$ cat src/rtl/axi_lite_control_slave.sv
// AXI4-Lite control slave: CTRL register (ap_start/ap_done/ap_idle) plus NUM_ARGS
// byte-strobed argument registers driving the kernel's start and argument inputs.
module axi_lite_control_slave #(
    parameter int unsigned AXI_ADDR_BITS = 6,
    parameter int unsigned AXI_DATA_BITS = 32,
    parameter int unsigned AXI_STRB_BITS = AXI_DATA_BITS / 8,
    parameter int unsigned NUM_ARGS      = 4
) (
    input  logic                              clock,
    input  logic                              reset,
    input  logic                              s_axi_control_AWVALID,
    output logic                              s_axi_control_AWREADY,
    input  logic [AXI_ADDR_BITS-1:0]          s_axi_control_AWADDR,
    input  logic                              s_axi_control_WVALID,
    output logic                              s_axi_control_WREADY,
    input  logic [AXI_DATA_BITS-1:0]          s_axi_control_WDATA,
    input  logic [AXI_STRB_BITS-1:0]          s_axi_control_WSTRB,
    output logic                              s_axi_control_BVALID,
    input  logic                              s_axi_control_BREADY,
    output logic [1:0]                        s_axi_control_BRESP,
    input  logic                              s_axi_control_ARVALID,
    output logic                              s_axi_control_ARREADY,
    input  logic [AXI_ADDR_BITS-1:0]          s_axi_control_ARADDR,
    output logic                              s_axi_control_RVALID,
    input  logic                              s_axi_control_RREADY,
    output logic [AXI_DATA_BITS-1:0]          s_axi_control_RDATA,
    output logic [1:0]                        s_axi_control_RRESP,
    output logic                              ap_start,
    input  logic                              ap_done,
    input  logic                              ap_idle,
    input  logic                              ap_ready,
    output logic [NUM_ARGS*AXI_DATA_BITS-1:0] args
);

    localparam int unsigned WORD_BITS = AXI_ADDR_BITS - 2;

    typedef enum logic [1:0] {W_IDLE, W_DATA, W_RESP} w_state_t;
    typedef enum logic {R_IDLE, R_DATA} r_state_t;

    w_state_t                 w_state_q, w_state_d;
    r_state_t                 r_state_q, r_state_d;
    logic [WORD_BITS-1:0]     aw_word_q, aw_word_d;
    logic [1:0]               bresp_q, bresp_d;
    logic [AXI_DATA_BITS-1:0] rdata_q, rdata_d;
    logic [1:0]               rresp_q, rresp_d;
    logic                     ap_start_q, ap_start_d;
    logic                     ap_done_q, ap_done_d;
    logic [AXI_DATA_BITS-1:0] args_q [NUM_ARGS];
    logic [AXI_DATA_BITS-1:0] args_d [NUM_ARGS];

    logic [WORD_BITS-1:0]     ar_word;
    logic                     aw_ctrl, ar_ctrl, aw_mapped, ar_mapped;
    logic [NUM_ARGS-1:0]      aw_arg, ar_arg;
    logic                     w_fire, ar_fire;
    logic [AXI_DATA_BITS-1:0] rd_val;
    logic                     unused_addr_lsbs;

    assign unused_addr_lsbs = ^{s_axi_control_AWADDR[1:0], s_axi_control_ARADDR[1:0]};
    assign ar_word = s_axi_control_ARADDR[AXI_ADDR_BITS-1:2];
    assign w_fire  = (w_state_q == W_DATA) && s_axi_control_WVALID;
    assign ar_fire = (r_state_q == R_IDLE) && s_axi_control_ARVALID;

    always_comb begin
        aw_ctrl = (aw_word_q == '0);
        ar_ctrl = (ar_word == '0);
        aw_arg  = '0;
        ar_arg  = '0;
        for (int unsigned i = 0; i < NUM_ARGS; i++) begin
            aw_arg[i] = (aw_word_q == WORD_BITS'(4 + i));
            ar_arg[i] = (ar_word == WORD_BITS'(4 + i));
        end
        aw_mapped = aw_ctrl || (|aw_arg);
        ar_mapped = ar_ctrl || (|ar_arg);
    end

    // Write channel FSM and register commit.
    always_comb begin
        w_state_d  = w_state_q;
        aw_word_d  = aw_word_q;
        bresp_d    = bresp_q;
        args_d     = args_q;
        ap_start_d = ap_start_q;
        ap_done_d  = ap_done_q;
        case (w_state_q)
            W_IDLE: if (s_axi_control_AWVALID) begin
                aw_word_d = s_axi_control_AWADDR[AXI_ADDR_BITS-1:2];
                w_state_d = W_DATA;
            end
            W_DATA: if (s_axi_control_WVALID) begin
                bresp_d   = aw_mapped ? 2'b00 : 2'b10;
                w_state_d = W_RESP;
            end
            W_RESP: if (s_axi_control_BREADY) w_state_d = W_IDLE;
            default: w_state_d = W_IDLE;
        endcase
        for (int unsigned i = 0; i < NUM_ARGS; i++) begin
            if (w_fire && aw_arg[i]) begin
                for (int unsigned k = 0; k < AXI_STRB_BITS; k++) begin
                    if (s_axi_control_WSTRB[k]) args_d[i][8*k +: 8] = s_axi_control_WDATA[8*k +: 8];
                end
            end
        end
        // Set beats clear for both sticky CTRL bits, hence the ordering.
        if (ap_ready) ap_start_d = 1'b0;
        if (w_fire && aw_ctrl && s_axi_control_WSTRB[0] && s_axi_control_WDATA[0]) ap_start_d = 1'b1;
        if (ar_fire && ar_ctrl) ap_done_d = 1'b0;
        if (ap_done) ap_done_d = 1'b1;
    end

    // Read channel FSM; the value is taken from pre-update register state.
    always_comb begin
        r_state_d = r_state_q;
        rdata_d   = rdata_q;
        rresp_d   = rresp_q;
        rd_val    = '0;
        if (ar_ctrl) begin
            rd_val[0] = ap_start_q;
            rd_val[1] = ap_done_q;
            rd_val[2] = ap_idle;
        end
        for (int unsigned i = 0; i < NUM_ARGS; i++) begin
            if (ar_arg[i]) rd_val = args_q[i];
        end
        case (r_state_q)
            R_IDLE: if (s_axi_control_ARVALID) begin
                rdata_d   = rd_val;
                rresp_d   = ar_mapped ? 2'b00 : 2'b10;
                r_state_d = R_DATA;
            end
            R_DATA: if (s_axi_control_RREADY) r_state_d = R_IDLE;
            default: r_state_d = R_IDLE;
        endcase
    end

    always_ff @(posedge clock or negedge reset) begin
        if (!reset) begin
            w_state_q  <= W_IDLE;
            r_state_q  <= R_IDLE;
            aw_word_q  <= '0;
            bresp_q    <= '0;
            rdata_q    <= '0;
            rresp_q    <= '0;
            ap_start_q <= 1'b0;
            ap_done_q  <= 1'b0;
            args_q     <= '{default: '0};
        end else begin
            w_state_q  <= w_state_d;
            r_state_q  <= r_state_d;
            aw_word_q  <= aw_word_d;
            bresp_q    <= bresp_d;
            rdata_q    <= rdata_d;
            rresp_q    <= rresp_d;
            ap_start_q <= ap_start_d;
            ap_done_q  <= ap_done_d;
            args_q     <= args_d;
        end
    end

    always_comb begin
        args = '0;
        for (int unsigned i = 0; i < NUM_ARGS; i++) begin
            args[i*AXI_DATA_BITS +: AXI_DATA_BITS] = args_q[i];
        end
    end

    assign s_axi_control_AWREADY = (w_state_q == W_IDLE);
    assign s_axi_control_WREADY  = (w_state_q == W_DATA);
    assign s_axi_control_BVALID  = (w_state_q == W_RESP);
    assign s_axi_control_BRESP   = bresp_q;
    assign s_axi_control_ARREADY = (r_state_q == R_IDLE);
    assign s_axi_control_RVALID  = (r_state_q == R_DATA);
    assign s_axi_control_RDATA   = rdata_q;
    assign s_axi_control_RRESP   = rresp_q;
    assign ap_start              = ap_start_q;

endmodule

$ cat config.mk
export PLATFORM = sky130hd
export DESIGN_NAME = axi_lite_control_slave
export DESIGN_NICKNAME = d
export VERILOG_FILES = /design/src/rtl/axi_lite_control_slave.sv
export SDC_FILE = /design/constraint.sdc
export NUM_CORES = 1
export LEC_CHECK = 0
export ABC_AREA = 1
export CAP_MARGIN = 10
export CORE_AREA = 2 2 168 170
export DETAILED_ROUTE_END_ITERATION = 8
export DIE_AREA = 0 0 170 172
export GPL_TIMING_DRIVEN = 0
export PLACE_DENSITY_LB_ADDON = 0.1
export SYNTH_ARGS = -nofsm -noshare
export SYNTH_HDL_FRONTEND = slang
export SYNTH_SLANG_ARGS = --single-unit
$ cat constraint.sdc
create_clock -name clock -period 1.5 [get_ports clock]
set_clock_uncertainty 0.15 [all_clocks]
set_input_delay 0.3 -clock clock [delete_from_list [all_inputs] [get_ports clock]]
set_output_delay 0.3 -clock clock [all_outputs]
set_load 0.02 [all_outputs]
==> flow_metrics.env <==
export IMPL_tritoncts="yes"
export IMPL_slew_viol_final=0
export IMPL_hold_worst_slack_ns=-0.3771
export IMPL_grt_pass1_wl_um=52470
export IMPL_hp_class="in2async"
export IMPL_dp_worst_setup_slack_ns=-1.132
export IMPL_cp_start_kind="flop"
export IMPL_status="finished with violations"
export IMPL_antenna_found_initial=2
export IMPL_gp_congestion=0.8147
export IMPL_yosys_area_top_type="dfrtp_1"
export IMPL_crit_fanout=8
export IMPL_yosys_top_cells_area="dfrtp_1, nand2_1, nand3_1"
export IMPL_wl_per_cell_um=21.09
export IMPL_dp_cells=1589
export IMPL_pin_count=228
export IMPL_p_total_mw=23.16
export IMPL_htree_levels=4
export IMPL_tightest_slew_ns=0.6548
export IMPL_cts_buffers=17
export IMPL_fmaxAchievable_mhz=606.0
export IMPL_violations="hold timing, setup timing"
export IMPL_hpwl_um=24160
export IMPL_power_static_leakage_nw=6.703
export IMPL_overflow=0
export IMPL_yosysTopAreaCellShare_pct=52.60
export IMPL_port_buffers=218
export IMPL_vias=8846
export IMPL_design_core_area_mm2=0.02748
export IMPL_drt_initial_drc_count=715
export IMPL_viasPerCell=5.140
export IMPL_drv_cap=0
export IMPL_ys_ff_latch=171
export IMPL_start_util_pct=29.61
export IMPL_cts_root_buf="clkbuf_16"
export IMPL_rsz0062_at_grt="yes"
export IMPL_endpoint_kind="flop"
export IMPL_die_height_um=172
export IMPL_final_common_cell="nand2_1"
export IMPL_grt_pass1_vias=8502
export IMPL_ff_latch_area_mm2=0.004283
export IMPL_die_w_um=170
export IMPL_grt_max_degree=112
export IMPL_peakVddDrop_uv=858.4
export IMPL_clk_latency_ns=0.45
export IMPL_nNetsFinal=1419
export IMPL_cts_max_path_buffers=2
export IMPL_postRouteAntennaNets=0
export IMPL_stdcell_count=1721
export IMPL_drc=0
export IMPL_crit_start="w_state_q[1]"
export IMPL_final_setup_viol_count=132
export IMPL_min_period_over_period_pct=110.0
export IMPL_layout_setup_ws_ns=-0.1501
export IMPL_yosys_warnings=0
export IMPL_power_density_mw_per_mm2=1837
export IMPL_fin_util_pct=45.89
export IMPL_place_area_mm2=0.01085
export IMPL_multi_input_area_mm2=0.003820
export IMPL_syn_inst=1023
export IMPL_clkTransAtPathRegs_ns=0.08
export IMPL_relSlewSlack_pct=56.35
export IMPL_path_class="reg2reg"
export IMPL_drive_above_1_share_pct=31.88
export IMPL_period_minus_slack_ns=1.650
export IMPL_std_cell_rows=61
export IMPL_synth_area_mm2=0.008135
export IMPL_synth_cell_types=23
export IMPL_reg2reg_from="w_state_q[1]"
export IMPL_hold_viol_final=60
export IMPL_clkSinkCount=171
export IMPL_routed_wirelength_um=36300
export IMPL_seq_area_frac_synth_pct=52.60
export IMPL_grt_usage_pct=24.47
export IMPL_synth_avg_cell_area_um2=7.952
export IMPL_crit_arrival_ns=1.83
export IMPL_drt_pass1_iter_count=5
export IMPL_n_fill_cell=2830
export IMPL_layout_common_cells="nand2_1, dfrtp_1, buf_2, nand3_1, buf_4"
export IMPL_required_ns=1.68
export IMPL_stdcell_area_mm2=0.01261
export IMPL_die_area_mm2=0.02924
export IMPL_area_growth_pct=54.98
==> synth_stat cells <==
cell type,count
inv_2,1
clkinv_1,1
a21oi_1,4
nor3_4,3
nor3_1,19
buf_4,4
o21ai_0,52
nand2_4,1
nor2_2,1
conb_1,1
o31ai_1,1
inv_1,28
nand3_1,117
clkbuf_1,39
nand3b_1,30
nand2_1,379
buf_2,19
buf_1,4
nand2_2,1
nand4_1,82
nor2_1,64
dfrtp_1,171
buf_6,1
==> per-layer routing <==
| metal | part of all wire, % | GRT usage (%) | up-vias |
|---|---|---|---|
| met2 | 47 | 39.59 | 358 |
| met5 | 0 | 0 | - |
| met3 | 6.3 | 4.463 | 39 |
| li1 | - | - | 4102 |
| met4 | 1.9 | 6.800 | 0 |
| met1 | 45 | 33.74 | 4347 |
==> registers in the layout, summed over array words and instances (netlist names), 2 cells and up <==
| name | count |
|---|---|
| args | 128 |
| s_axi_control_RDATA | 32 |
| aw_word_q | 4 |
| w_state_q | 2 |
==> where the power goes <==
| group | switching (mW) | total, mW | internal, mW |
|---|---|---|---|
| Sequential | 1.56 | 7.83 | 6.28 |
| Clock | 2.17 | 4.58 | 2.41 |
| Combinational | 5.90 | 10.7 | 4.85 |
==> critical path, cell delays in order, from the launching register on <==
cell,delay [ns]
dfrtp_1,0.40
inv_2,0.11
nand3_4,0.11
clkinv_4,0.09
buf_12,0.12
buf_12,0.10
buf_16,0.13
nand3_4,0.15
nand2_1,0.13
nand2_1,0.05
==> final timing paths <==
path / to / slack (ns) / cells past startpoint
min in group clock: args[120] / 0.24 / 3
max in group asynchronous: s_axi_control_RDATA[17] / 0.60 / 2
worst min register to register: s_axi_control_RDATA[24] / 0.32 / 2
worst max register to register: args[40] / -0.15 / 9
worst max-delay path: args[40] / -0.15 / 9
worst min-delay path: args[38] / -0.38 / 1
==> logic make-up after synthesis <==
family | share of synthesized area [%]
AOI/OAI and AO/OA | 3.537
buffers and inverters | 5.044
DFF | 52.60
other | 0.04610
and+or+nand+nor | 38.77
==> per-stage QoR <==
stage	hold WS, ns	setup TNS [ns]
2_1_floorplan	-0.1456	-0.6505
3_3_place_gp	0.3134	-1452.98
3_5_place_dp	0.1238	-124.65
4_1_cts	-0.3530	-12.37
5_1_grt	-0.3463	-21.43
6_report	-0.3771	-12.33
==> area by class of cell <==
cell class	instances	share of cell area, %
diodes	1	0.01985
plain buffers	66	5.567
clock buffers	18	3.483
clock inverters	14	1.181
inverters	30	1.032
multi-input cells	757	30.30
flip-flops and latches	171	33.97
well taps	346	3.434
repair buffers	318	21.02
==> repair_timing <==
action,in CTS,in global routing
cloned,3,5
pin swaps,19,120
buffers inserted,48,44
endpoints found under the hold margin,60,60
endpoints found under the setup margin,332,227
resized for setup,871,208
Power figures use the tool's default switching activity.
